==> config.mk <==
export PLATFORM = sky130hd
export DESIGN_NAME = carry_save_adder_flat
export DESIGN_NICKNAME = d
export VERILOG_FILES = /design/src/rtl/carry_save_adder_pkg.sv /design/src/rtl/carry_save_adder_if.sv /design/src/rtl/carry_save_adder_cell.sv /design/src/rtl/carry_save_adder.sv /design/src/flat_wrapper.sv
export SDC_FILE = /design/constraint.sdc
export NUM_CORES = 1
export LEC_CHECK = 0
export CORE_MARGIN = 1.5
export CORE_UTILIZATION = 45
export CTS_CLUSTER_SIZE = 8
export DETAILED_ROUTE_END_ITERATION = 6
export PLACE_DENSITY = 0.84
export SETUP_SLACK_MARGIN = 0.3
export SYNTH_ARGS = -nofsm -noshare
export SYNTH_HDL_FRONTEND = slang
export SYNTH_SLANG_ARGS = --single-unit
==> constraint.sdc <==
create_clock -name clk -period 1.28 [get_ports clk]
set_clock_uncertainty 0.15 [all_clocks]
set_input_delay 0.256 -clock clk [delete_from_list [all_inputs] [get_ports clk]]
set_output_delay 0.256 -clock clk [all_outputs]
set_load 0.02 [all_outputs]
==> src/rtl/carry_save_adder_pkg.sv <==
// Shared definitions for the registered 3:2 carry-save compressor.
// The resolver function is used by the RTL and by any reference model,
// so both sides agree on how sum/carry combine into a single value.
package carry_save_pkg;

  // Operand width used when an instance does not override N.
  localparam int CSA_DEFAULT_WIDTH = 8;

  // Widest operand the shared resolver accepts. Callers zero-extend their
  // N-bit vectors to this width and truncate the result back to N+2 bits.
  localparam int CSA_MAX_WIDTH = 64;

  typedef logic [CSA_MAX_WIDTH-1:0] csa_vec_t;
  typedef logic [CSA_MAX_WIDTH+1:0] csa_total_t;

  // Resolve a sum/carry pair into a plain binary value. The carry vector is
  // unshifted (bit i carries weight 2^(i+1)), so it is shifted left by one
  // here. Two extra bits hold the worst case 3*(2^N-1) without wrapping.
  function automatic csa_total_t csa_total(input csa_vec_t sum,
                                           input csa_vec_t carry);
    csa_total_t sum_ext;
    csa_total_t carry_ext;
    sum_ext   = {2'b00, sum};
    carry_ext = {2'b00, carry};
    return sum_ext + (carry_ext << 1);
  endfunction

endpackage

==> src/rtl/carry_save_adder_if.sv <==
// Operand/result bundle for carry_save_adder. The producer of operands
// uses the master modport; the compressor itself uses the slave modport.
interface carry_save_adder_if
  import carry_save_pkg::*;
#(
  parameter int N = CSA_DEFAULT_WIDTH
);

  // Operand side.
  logic         in_valid;
  logic [N-1:0] a;
  logic [N-1:0] b;
  logic [N-1:0] c;

  // Result side.
  logic         out_valid;
  logic [N-1:0] sum;
  logic [N-1:0] carry;
  logic [N+1:0] total;

  modport master (
    output in_valid, a, b, c,
    input  out_valid, sum, carry, total
  );

  modport slave (
    input  in_valid, a, b, c,
    output out_valid, sum, carry, total
  );

endinterface

==> src/rtl/carry_save_adder_cell.sv <==
// One-bit full-adder cell: the building block of the 3:2 compressor.
// Purely combinational; the top level replicates it once per bit.
module csa_cell (
  input  logic a,
  input  logic b,
  input  logic c,
  output logic s,
  output logic co
);

  // Parity of the three inputs gives the sum bit.
  assign s  = a ^ b ^ c;

  // Majority of the three inputs gives the carry bit.
  assign co = (a & b) | (a & c) | (b & c);

endmodule

==> src/rtl/carry_save_adder.sv <==
// Registered N-bit 3:2 carry-save compressor.
// Three operands are reduced bit-by-bit to a sum vector and an unshifted
// carry vector, and a resolved N+2-bit total is formed alongside them.
// Everything is captured in one register stage, so there is no
// combinational path from the operand side to the result side.
// N must lie in 1..CSA_MAX_WIDTH because the shared resolver works at
// that fixed width.
module carry_save_adder
  import carry_save_pkg::*;
#(
  parameter int N = CSA_DEFAULT_WIDTH
) (
  input  logic               clk,
  input  logic               rst,
  carry_save_adder_if.slave  bus
);

  // Compressor outputs before the register stage.
  logic [N-1:0] sum_c;
  logic [N-1:0] carry_c;
  logic [N+1:0] total_c;

  // Registered results.
  logic         out_valid_q;
  logic [N-1:0] sum_q;
  logic [N-1:0] carry_q;
  logic [N+1:0] total_q;

  // One full-adder cell per bit position; no carry moves between
  // positions here, which is what keeps the stage one gate-level deep.
  for (genvar i = 0; i < N; i++) begin : g_cell
    csa_cell u_cell (
      .a  (bus.a[i]),
      .b  (bus.b[i]),
      .c  (bus.c[i]),
      .s  (sum_c[i]),
      .co (carry_c[i])
    );
  end

  // Resolve sum + (carry << 1) at N+2 bits so the total never wraps.
  always_comb begin
    // NOTE: every variable assigned in always_comb gets a value on every
    // path (here a single unconditional assignment), so no latch is inferred.
    total_c = (N+2)'(csa_total(CSA_MAX_WIDTH'(sum_c), CSA_MAX_WIDTH'(carry_c)));
  end

  // Result registers: load on valid operands, hold otherwise; out_valid
  // simply follows in_valid by one cycle. Reset clears everything at once,
  // which also discards an operand presented in the reset cycle.
  always_ff @(posedge clk or posedge rst) begin
    if (rst) begin
      // NOTE: sequential state uses non-blocking assignments so every
      // register samples its inputs from before the clock edge.
      out_valid_q <= 1'b0;
      sum_q       <= '0;
      carry_q     <= '0;
      total_q     <= '0;
    end else begin
      out_valid_q <= bus.in_valid;
      if (bus.in_valid) begin
        sum_q   <= sum_c;
        carry_q <= carry_c;
        total_q <= total_c;
      end
    end
  end

  // Drive the result side of the bundle straight from the registers.
  assign bus.out_valid = out_valid_q;
  assign bus.sum       = sum_q;
  assign bus.carry     = carry_q;
  assign bus.total     = total_q;

endmodule

==> src/flat_wrapper.sv <==
// flat-port wrapper written by rule: the top's interface ports become plain ports
module carry_save_adder_flat import carry_save_pkg::*;
#(
  parameter int N = CSA_DEFAULT_WIDTH
)
  (clk, rst, bus_in_valid, bus_a, bus_b, bus_c, bus_out_valid, bus_sum, bus_carry, bus_total);
  carry_save_adder_if #(.N(N)) bus_i ();
  input  logic clk;
  input  logic rst;
  input wire logic [$bits(bus_i.in_valid)-1:0] bus_in_valid;
  input wire logic [$bits(bus_i.a)-1:0] bus_a;
  input wire logic [$bits(bus_i.b)-1:0] bus_b;
  input wire logic [$bits(bus_i.c)-1:0] bus_c;
  output wire logic [$bits(bus_i.out_valid)-1:0] bus_out_valid;
  output wire logic [$bits(bus_i.sum)-1:0] bus_sum;
  output wire logic [$bits(bus_i.carry)-1:0] bus_carry;
  output wire logic [$bits(bus_i.total)-1:0] bus_total;
  assign bus_i.in_valid = bus_in_valid;
  assign bus_i.a = bus_a;
  assign bus_i.b = bus_b;
  assign bus_i.c = bus_c;
  assign bus_out_valid = bus_i.out_valid;
  assign bus_sum = bus_i.sum;
  assign bus_carry = bus_i.carry;
  assign bus_total = bus_i.total;
  carry_save_adder #(.N(N)) u_core (.clk(clk), .rst(rst), .bus(bus_i));
endmodule
== Word-level counts from Yosys, hierarchy flattened ==
Index checks and enable logic that the tools add are counted.
Word-level totals
  register bits after elaboration: 27
  input port bits: 27
  output and inout port bits: 27
  word-level logic and storage cells: 61
Cells by class
  add/subtract/negate cells: 1
  bitwise operators: 56
Operators with widths (count)
  $and A1 B1 Y1: 24
  $or A1 B1 Y1: 16
  $xor A1 B1 Y1: 16
  $add A8 B9 Y10: 1

== Depth between registers and ports, before layout ==
  depth in word-level cells: 4
  depth in mapped cells: 10
  gate-level depth less buffers: 10

== Hierarchy ==
Synthesis repeated with hierarchy kept, for this count alone.
Second synthesis, totals
  cell total of the unflattened synthesis: 108
  area total of the unflattened synthesis: 1453.9 um2
Modules (own cells, without submodules)
  carry_save_adder: times used 1, cells an instance 100, area each 1293.7 um2, seq. area each 650.6 um2
  csa_cell: times used 8, cells an instance 1, area each 20.0 um2, seq. area each 0.0 um2

== Worst setup path after synthesis ==
OpenSTA, ideal clock, no wires.
  path type: input to register
  start: in bus_c[1]
  end: reg u_core.total_q[7] (netlist: u_core.bus.total[7])
  library setup time: 0.069 ns
  arrival: 2.226 ns
  data required time: 1.061 ns
  setup slack: -1.165 ns
  stages: 10
  buffers on the path: 0
  path through: inv_1 fa_1 inv_1 ha_1 inv_1 fa_1 nor2b_4 o31a_1 or4_1 nand3_1
Between the ends
  elaborated cells on any way between the ends: 6
  classes of those cells: add/sub (1); bitwise (5)
RTL lines
  start: declaration: RTL line flat_wrapper.sv:13  | input wire logic [$bits(bus_i.c)-1:0] bus_c;
  $xor A1 B1 Y1: RTL line carry_save_adder_cell.sv:12  | assign s = a ^ b ^ c;
  named net u_core.g_cell[1].u_cell.s: RTL line carry_save_adder_cell.sv:7  | output logic s,
  $add A8 B9 Y10: RTL line carry_save_adder_pkg.sv:25  | return sum_ext + (carry_ext << 1);
  end signal: assignment: RTL line carry_save_adder.sv:64  | total_q <= total_c;
  end: declaration: RTL line carry_save_adder.sv:27  | logic [N+1:0] total_q;
The timed path passes the listed nets, and every way through them passes these cells.
A chain may end at the register's enable or synchronous reset.

== Worst setup path in the final report ==
  start: in bus_a[1]
  end: reg u_core.total_q[7] (netlist: u_core.bus.total[7])
Between the ends
  elaborated cells on any way between the ends: 7
  classes of those cells: add/sub (1); bitwise (6)
RTL lines
  start: declaration: RTL line flat_wrapper.sv:11  | input wire logic [$bits(bus_i.a)-1:0] bus_a;
  $xor A1 B1 Y1 (2 in series): RTL line carry_save_adder_cell.sv:12
  named net u_core.g_cell[1].u_cell.s: RTL line carry_save_adder_cell.sv:7
  $add A8 B9 Y10: RTL line carry_save_adder_pkg.sv:25
The timed path passes the listed nets, and every way through them passes these cells.

==> reports/metrics.cfg <==
[cts]
clockRootBuffer = clkbuf_4
clkLatencyLatePin_ps = 350
numCtsBuffers = 3
h-tree-depth = 1
clock_sinks = 26
clockBufferDepth = 2
cts_tree = built
clkTransAtPathRegs_ps = 150

[min_path]
hold_path_class = in -> async

[setup_path]
required_ps = 1430
cp.arrival_ps = 2350
worstReg2RegStart = u_core.bus.total[6]
startpoint = bus_a[1]
worstSetupEndpointType = flip-flop
worstPathMaxFanout = 3
worstSetupPathType = in -> reg
worst_setup_path_start_kind = input pin

[pwr]
vdd_drop_max_v = 0.000672
internal_power_mw = 2.32
power_switching_mw = 1.35
comb_power_share_pct = 57.1
power.density_nw_per_um2 = 1280
clockPowerShare_pct = 12.3
p_sw_share_pct = 36.8
leakage_nw = 1.38
seqPwrFrac_pct = 30.6

[route]
avgViaCountPerCell = 5.37
firstDrtPassIters = 4
drt-total-wl_microns = 5440
drt_iter0_markers = 45
ant_nets = 0
wl_per_cell_microns = 17.8
drc = 0
vias = 1637

[logic_synthesis]
synth_cell_type_count = 34
yosysWarnings = 0
synth_top_cell_by_area = dfrtp_1
ys_seq_elements = 26
syn_area_sq_um = 1550
synth.yosys.seq_area_share_pct = 42.1
synth_area_leaders = dfrtp_1 (42%), fa_1 (12%), inv_1 (8.7%)
synthCells = 158
syn_nets = 201
netlist.area_leader.share_pct = 42.1
synth_area_per_cell_sq_um = 9.78

[final_layout]
drive_gt1_share_pct = 66.0
fin_nets = 303
final_cell_mix = buf_6 (49), buf_4 (31), dfrtp_1 (25)
n_fill_cell = 160
layout-area-overhead-vs-synth_pct = 85.2
fin_cells = 305
final_util_pct = 86.4
num_antenna_cells = 0
final_common_cell = buf_6
final_area_sq_um = 2860

[grt]
grt_start_max_net_pins = 27
grtUsageTotal_pct = 25.8
grt-ovfl-total = 0
grt_pass1_vias = 1586
grt_pass1_wl_microns = 7080
antenna_found_initial = 0

[placement]
dp_cells = 276
dpl_cell_area_sq_um = 2410
port_buffers = 53
pre_cts_slack_ps = -1720
place_congestion = 0.826
dpl.hpwl_microns = 2990

[floorplanning]
die_y_microns = 61.6
io_pins = 54
die_w_microns = 61.6
initial_core_util_pct = 46.7
rows = 21
die_area_sq_um = 3790
core-area_sq_um = 3310

[sta]
rsz0062_at_grt = yes
hold_viol = 0
setup_ws_ps = -928
worst_slew_pin_slew_ps = 325
fin_crit_ps = 2210
post-route-period-util_pct = 172
slew_headroom_pct = 78.2
fmax_ghz = 0.453
setup_violations = 37
slew_violations = 0
whs_ps = 67.6

[run_status]
status = complete, but fails checks
violations = setup timing

[job]
maxCapViolCount = 0

-- flip-flops by register name, summed over array words and instances (netlist names) --
signal / cells
u_core.bus.out_valid: 1
u_core.bus.total: 10
u_core.bus.carry: 8
u_core.bus.sum: 7
-- area by class of cell --
cell class | instances | area (sq um) | area share (%)
timing repair buffer | 102 | 966 | 33.8
tap | 46 | 57.6 | 2.01
clock buffer | 4 | 36.3 | 1.27
inverter | 37 | 193 | 6.73
multi-input combinational | 90 | 957 | 33.4
sequential | 26 | 652 | 22.8
-- power groups by stage --
stage / Clock (mW) / Combinational, mW / Sequential, mW
after global placement: 0 / 1.43 / 1.09
after CTS: 0.429 / 1.85 / 1.11
final: 0.450 / 2.10 / 1.12
after global routing: 0.481 / 2.21 / 1.13
after detailed placement: 0 / 1.48 / 1.09
after floorplan: 0 / 0.574 / 1.28
-- layer usage --
metal	wire length [microns]	share of wire [%]	track usage, %
met5	0	0	0
met4	290	5.3	14.0
met3	288	5.3	3.78
met2	3020	56	47.1
met1	1830	34	28.6
-- Yosys cell counts, drive strengths merged --
library cell	number
nand3b	1
o211ai	2
or4	1
o311ai	2
o21a	1
o21ai	6
and3	1
o2bb2ai	1
a211oi	4
xnor2	1
dfrtp	26
clkbuf	1
a31oi	1
or2	1
a21o	3
nor4b	1
fa	9
buf	4
nor2	15
a221oi	1
o21ba	1
ha	7
a21oi	10
clkinv	1
a211o	2
nand2	7
o31a	1
nor2b	1
nand3	3
inv	36
a22oi	1
mux2	6
-- worst paths after layout --
path | end | slack, ps | cells past startpoint
worst max-delay path | u_core.bus.total[7] | -930 | 11
worst min register to register | u_core.bus.sum[6] | 410 | 1
worst min-delay path | u_core.bus.total[0] | 70 | 3
worst max register to register | u_core.bus.total[6] | 40 | 4
min in group clk | u_core.bus.carry[4] | 180 | 4
max in group asynchronous | u_core.bus.total[0] | 750 | 3
-- repair_timing --
item,CTS,global route
hold buffers,0,1
buffers inserted,14,10
pin swaps,35,13
setup endpoints to repair,52,43
resized for setup,309,21
endpoints found under the hold margin,0,1
-- worst max-delay path, cell delays in order --
cell and delay (ps):
buf_8 80, inv_8 30, fa_1 580, inv_2 70, ha_4 170, inv_4 50, fa_2 220, nor2b_4 50
o31a_1 330, or4_1 410, nand3_1 90
-- metrics by stage --
stage | total power [mW] | setup TNS (ps)
floorplan | 1.86 | -6980
global placement | 2.51 | -21420
detailed placement | 2.57 | -22460
CTS | 3.38 | -5900
global route | 3.82 | -8440
finish | 3.67 | -7390
-- cell families (layout without fill, tap and decap cells) --
kind of cell | count (synthesis) | after routing | share of synthesized area (%)
compound gates | 36 | 36 | 15.5
flops | 26 | 26 | 42.1
fa+ha+maj | 16 | 16 | 17.3
buf+inv | 42 | 143 | 10.5
simple gates | 31 | 31 | 9.56
mux | 6 | 6 | 4.37
xor+xnor | 1 | 1 | 0.567
(Power assumes the default switching activity.)
